<file path="config.mk">
export PLATFORM = sky130hd
export DESIGN_NAME = serial_add_ctrl_flat
export DESIGN_NICKNAME = d
export VERILOG_FILES = /design/src/rtl/serial_add_ctrl_pkg.sv /design/src/rtl/serial_add_ctrl_if.sv /design/src/rtl/serial_add_ctrl_fad_str.sv /design/src/rtl/serial_add_ctrl.sv /design/src/flat_wrapper.sv
export SDC_FILE = /design/constraint.sdc
export NUM_CORES = 1
export LEC_CHECK = 0
export CORE_ASPECT_RATIO = 2
export CORE_MARGIN = 5
export CORE_UTILIZATION = 50
export DETAILED_ROUTE_END_ITERATION = 8
export GPL_ROUTABILITY_DRIVEN = 0
export GPL_TIMING_DRIVEN = 0
export PLACE_DENSITY = 0.86
export SLEW_MARGIN = 30
export SYNTH_ARGS = -nofsm -noshare
export SYNTH_HDL_FRONTEND = slang
export SYNTH_HIERARCHICAL = 1
export SYNTH_SLANG_ARGS = --single-unit
</file>
<file path="constraint.sdc">
create_clock -name clk -period 1.56 [get_ports clk]
set_input_delay 0.156 -clock clk [delete_from_list [all_inputs] [get_ports clk]]
set_output_delay 0.156 -clock clk [all_outputs]
set_load 0.01 [all_outputs]
</file>
<file path="src/rtl/serial_add_ctrl_pkg.sv">
// Shared definitions for the bit-serial add/subtract controller:
// FSM state encoding and operation codes.
package serial_add_ctrl_pkg;

    typedef enum logic [1:0] {
        ST_IDLE = 2'd0,
        ST_RUN  = 2'd1,
        ST_DONE = 2'd2
    } state_t;

    localparam logic OP_ADD = 1'b0;
    localparam logic OP_SUB = 1'b1;

endpackage

</file>
<file path="src/rtl/serial_add_ctrl_if.sv">
// Request/result bundle between an upstream requester (master) and the
// serial add/subtract controller (slave).
interface serial_add_ctrl_if #(
    parameter int WIDTH = 8
);
    logic             start;
    logic             sub;
    logic             cin;
    logic [WIDTH-1:0] op_a;
    logic [WIDTH-1:0] op_b;
    logic             busy;
    logic             done;
    logic [WIDTH-1:0] result;
    logic             cout;
    logic             ovf;

    modport master (
        output start, sub, cin, op_a, op_b,
        input  busy, done, result, cout, ovf
    );

    modport slave (
        input  start, sub, cin, op_a, op_b,
        output busy, done, result, cout, ovf
    );
endinterface

</file>
<file path="src/rtl/serial_add_ctrl_fad_str.sv">
// Structural 1-bit full adder: two half adders whose carries are ORed.
module fad_str (
    input  logic a,
    input  logic b,
    input  logic ci,
    output logic s,
    output logic co
);
    logic p;
    logic g;
    logic g2;

    // first half adder on a/b, second on the partial sum and carry-in
    assign p  = a ^ b;
    assign g  = a & b;
    assign s  = p ^ ci;
    assign g2 = p & ci;
    assign co = g | g2;
endmodule

</file>
<file path="src/rtl/serial_add_ctrl.sv">
// Bit-serial add/subtract controller: one full-adder cell stepped LSB first
// over WIDTH bits, carry held in a flip-flop between bits.
module serial_add_ctrl
    import serial_add_ctrl_pkg::*;
#(
    parameter int WIDTH = 8,
    parameter int CNT_W = 5
) (
    input  logic              clk,
    input  logic              rst_n,
    serial_add_ctrl_if.slave  bus
);
    state_t             state_reg;
    state_t             state_next;
    logic [WIDTH-1:0]   a_sh_reg;
    logic [WIDTH-1:0]   b_sh_reg;
    logic               carry_reg;
    logic [CNT_W-1:0]   cnt_reg;
    logic [WIDTH-1:0]   result_reg;
    logic               cout_reg;
    logic               ovf_reg;
    logic               fa_s;
    logic               fa_co;
    logic               last_bit;

    fad_str u_fa (
        .a  (a_sh_reg[0]),
        .b  (b_sh_reg[0]),
        .ci (carry_reg),
        .s  (fa_s),
        .co (fa_co)
    );

    assign last_bit = (cnt_reg == CNT_W'(WIDTH - 1));

    always_ff @(posedge clk or negedge rst_n) begin
        if (!rst_n) begin
            state_reg <= ST_IDLE;
        end else begin
            state_reg <= state_next;
        end
    end

    always_comb begin
        state_next = state_reg;
        case (state_reg)
            ST_IDLE: if (bus.start) state_next = ST_RUN;
            ST_RUN:  if (last_bit)  state_next = ST_DONE;
            default: state_next = ST_IDLE;
        endcase
    end

    // Flags are captured on the final RUN edge so they are already valid in
    // the done cycle; the carry entering the MSB is carry_reg at that edge.
    always_ff @(posedge clk or negedge rst_n) begin
        if (!rst_n) begin
            a_sh_reg   <= '0;
            b_sh_reg   <= '0;
            carry_reg  <= 1'b0;
            cnt_reg    <= '0;
            result_reg <= '0;
            cout_reg   <= 1'b0;
            ovf_reg    <= 1'b0;
        end else begin
            case (state_reg)
                ST_IDLE: begin
                    if (bus.start) begin
                        a_sh_reg   <= bus.op_a;
                        b_sh_reg   <= (bus.sub == OP_SUB) ? ~bus.op_b : bus.op_b;
                        carry_reg  <= (bus.sub == OP_SUB) ? 1'b1 : bus.cin;
                        cnt_reg    <= '0;
                        result_reg <= '0;
                        cout_reg   <= 1'b0;
                        ovf_reg    <= 1'b0;
                    end
                end
                ST_RUN: begin
                    result_reg <= {fa_s, result_reg[WIDTH-1:1]};
                    a_sh_reg   <= a_sh_reg >> 1;
                    b_sh_reg   <= b_sh_reg >> 1;
                    carry_reg  <= fa_co;
                    cnt_reg    <= cnt_reg + CNT_W'(1);
                    if (last_bit) begin
                        cout_reg <= fa_co;
                        ovf_reg  <= carry_reg ^ fa_co;
                    end
                end
                default: ;
            endcase
        end
    end

    assign bus.busy   = (state_reg != ST_IDLE);
    assign bus.done   = (state_reg == ST_DONE);
    assign bus.result = result_reg;
    assign bus.cout   = cout_reg;
    assign bus.ovf    = ovf_reg;
endmodule
</file>
<file path="src/flat_wrapper.sv">
// flat-port wrapper written by rule: the top's interface ports become plain ports
module serial_add_ctrl_flat import serial_add_ctrl_pkg::*;
#(
    parameter int WIDTH = 8,
    parameter int CNT_W = 5
)
  (clk, rst_n, bus_start, bus_sub, bus_cin, bus_op_a, bus_op_b, bus_busy, bus_done, bus_result, bus_cout, bus_ovf);
  serial_add_ctrl_if #(.WIDTH(WIDTH)) bus_i ();
  input  logic clk;
  input  logic rst_n;
  input wire logic [$bits(bus_i.start)-1:0] bus_start;
  input wire logic [$bits(bus_i.sub)-1:0] bus_sub;
  input wire logic [$bits(bus_i.cin)-1:0] bus_cin;
  input wire logic [$bits(bus_i.op_a)-1:0] bus_op_a;
  input wire logic [$bits(bus_i.op_b)-1:0] bus_op_b;
  output wire logic [$bits(bus_i.busy)-1:0] bus_busy;
  output wire logic [$bits(bus_i.done)-1:0] bus_done;
  output wire logic [$bits(bus_i.result)-1:0] bus_result;
  output wire logic [$bits(bus_i.cout)-1:0] bus_cout;
  output wire logic [$bits(bus_i.ovf)-1:0] bus_ovf;
  assign bus_i.start = bus_start;
  assign bus_i.sub = bus_sub;
  assign bus_i.cin = bus_cin;
  assign bus_i.op_a = bus_op_a;
  assign bus_i.op_b = bus_op_b;
  assign bus_busy = bus_i.busy;
  assign bus_done = bus_i.done;
  assign bus_result = bus_i.result;
  assign bus_cout = bus_i.cout;
  assign bus_ovf = bus_i.ovf;
  serial_add_ctrl #(.WIDTH(WIDTH), .CNT_W(CNT_W)) u_core (.clk(clk), .rst_n(rst_n), .bus(bus_i));
endmodule
</file>
==> results.cfg <==
[setup_path]
crit_slowest_cell = dfrtp_1
crit_buf_inv = 3
crit_path_start_kind = flip-flop
r2r_start = u_core/state_reg[0]
cp-end-kind = flip-flop
critical_path.top_delay_family = buffers and inverters
crit_type = reg2reg
cp.arrival_ns = 1.80
required_ns = 1.80
path_max_fanout = 10
r2r_slack_ns = -0.004
crit_top_cell = buf_6
crit_path_cell_trace = buf_4 -> or3b_4 -> buf_6 -> buf_6 -> o32ai_2 -> a221o_1
slowest_delay_ns = 0.40
crit_start = u_core/state_reg[0]

[timing]
rsz0062_at_grt = true
drv_slew = 0
worst_slack_ns = -0.00444
fin_crit_sh = 1.00
tightest_slew_ns = 0.617
min_period_ns = 1.56
slew_headroom = 0.589
fmax_mhz = 639
setup_viol = 1
skew_ns = 0.0100
hold_violations = 0

[floorplanning]
io_pins = 33
dieArea_um2 = 4540
core_area_um2 = 3160
die_y_um = 90.4
start_util = 0.512
std_cell_rows = 29
die_w_um = 50.2

[layout]
fillers = 235
fin_util = 0.680
final_cells = 216
seqCellArea_um2 = 851
area_growth_pct = 32.8
fin_nets = 207
drive_gt1_frac = 0.151
multi_input_area_um2 = 691
antenna_cells = 0

[grt]
grt_usage = 0.182
grt_use_met3 = 0.0463
antenna_found_initial = 0
grt_max_degree = 21
grt_pass1_vias = 1399
use_met2 = 0.298
grtUsageMet1 = 0.205
grt_pass1_wl_um = 6470
overflow = 0
busiest_layer = met2

[power_and_ir_drop]
p_seq_frac = 0.397
clockPowerShare = 0.173
leakage_nw = 0.984
comb_power_share = 0.430
power.net_switching_mw = 1.41
power.total_mw = 3.91
p_sw_frac = 0.361
vdd_drop_max_mv = 1.32
p_int_mw = 2.50
p_per_area_nw_per_um2 = 1820

[yosys]
yosysTopAreaCellShare = 0.526
avgSynthCellArea_um2 = 11.3
synth-seq-cells = 34
async_flop_share = 1.00
yosysSeqAreaShare = 0.526
yosys_warnings = 6
netlist_area_um2 = 1620
synth_cells = 143
synth.distinct_cells = 28
synth-edff-count = 0
synth.top_cells.by_count = dfrtp_1, nand2_1, o21ai_0, mux2i_1, a22o_1
synth_fp_nets = 166
yosys.area.top_type = dfrtp_1
synth.area.top_cells = dfrtp_1, mux2i_1, a22o_1
yosysMostFrequentCell = dfrtp_1
ys.flop_type = dfrtp_1

[cts]
cts_buffers = 5
cts_tree = built
path_clk_slew_ns = 0.07
clock-sinks = 34
clockRootBuffer = clkbuf_8
h-tree-depth = 2
clk_latency_ns = 0.29
cts_buffer_depth = 2

[detailed_routing]
viasPerCell = 5.93
detail_route.wl_per_cell_um = 18.1
vias = 1280
dr.pass1.iters = 4
drt-total-wl_um = 3900
antenna_left = 0
drcViolationCount = 0
first_iter_violations = 23

[outcome]
status = complete, but fails checks
violations = setup timing

[place]
io_buffers = 30
place_hpwl_um = 2770
place_ws_ns = -0.112
place_inst = 205

[run]
drv_cap = 0

[worst_hold_path]
holdCritPathClass = in2async
## metrics by stage
| stage | setup TNS [ns] | hold slack (ns) | cell area (µm²) |
|---|---|---|---|
| after detailed placement | -0.138 | 0.0991 | 1980 |
| after global routing | -0.0690 | 0.342 | 2150 |
| final | -0.00444 | 0.314 | 2150 |
| after CTS | 0 | 0.313 | 2120 |
| after global placement | -9.43 | 0.463 | 1960 |
| after floorplan | 0 | -0.140 | 1620 |
## cells by family after synthesis
logic type      count (synthesis)  share of synthesized area
buf+inv                        20                     0.0619
flops                          34                      0.526
mux                            12                     0.0751
fa+ha+maj                       2                     0.0201
compound gates                 38                      0.187
simple gates                   28                     0.0813
xor+xnor                        9                     0.0488
## power by group through the flow
stage,Combinational [mW],Clock (mW),Sequential (mW)
after CTS,1.64,0.689,1.54
after global placement,1.48,0,1.52
after floorplan,0.979,0,1.52
after detailed placement,1.57,0,1.55
final,1.68,0.676,1.55
after global routing,1.83,0.725,1.60
## worst paths after layout
path	end	cells past startpoint
hold reg to reg	u_core/a_sh_reg[5]	2
min in group clk	u_core/b_sh_reg[0]	4
setup / recovery	u_core/b_sh_reg[4]	6
hold / removal	u_core/b_sh_reg[4]	2
setup reg to reg	u_core/b_sh_reg[4]	6
max in group asynchronous	u_core/bus.result[2]	3
## metal layers
layer	routed length, µm	vias up
met5	0	-
met4	82	0
met3	168	6
met2	2190	33
met1	1460	652
li1	-	589
## layout by cell type, fill, tap and decap left out, types with 3 or more instances in the layout
master            n
dfrtp_1          34
clkdlybuf4s50_1  27
nand2_1          18
o21ai_0          12
mux2i_1          11
a22o_1           10
clkbuf_8          8
inv_1             8
xnor2_1           8
a221o_1           7
buf_4             4
o32ai_1           4
clkbuf_1          3
buf_6             3
## cell type report
class / count / area share
clock inverters: 1 / 0.00233
well taps: 31 / 0.0181
clock buffers: 7 / 0.0402
plain buffers: 12 / 0.0484
flip-flops and latches: 34 / 0.396
inverters: 8 / 0.0140
multi-input cells: 89 / 0.322
repair buffers: 34 / 0.159
## what timing repair did
item / in CTS / in global routing
gates resized for setup: 11 / 9
hold buffers: 1 / 0
cloned: 0 / 0
setup endpoints to repair: 4 / 12
buffers inserted: 2 / 0
hold endpoints to repair: 14 / 0
No activity file was read; power rests on OpenSTA's default activity.
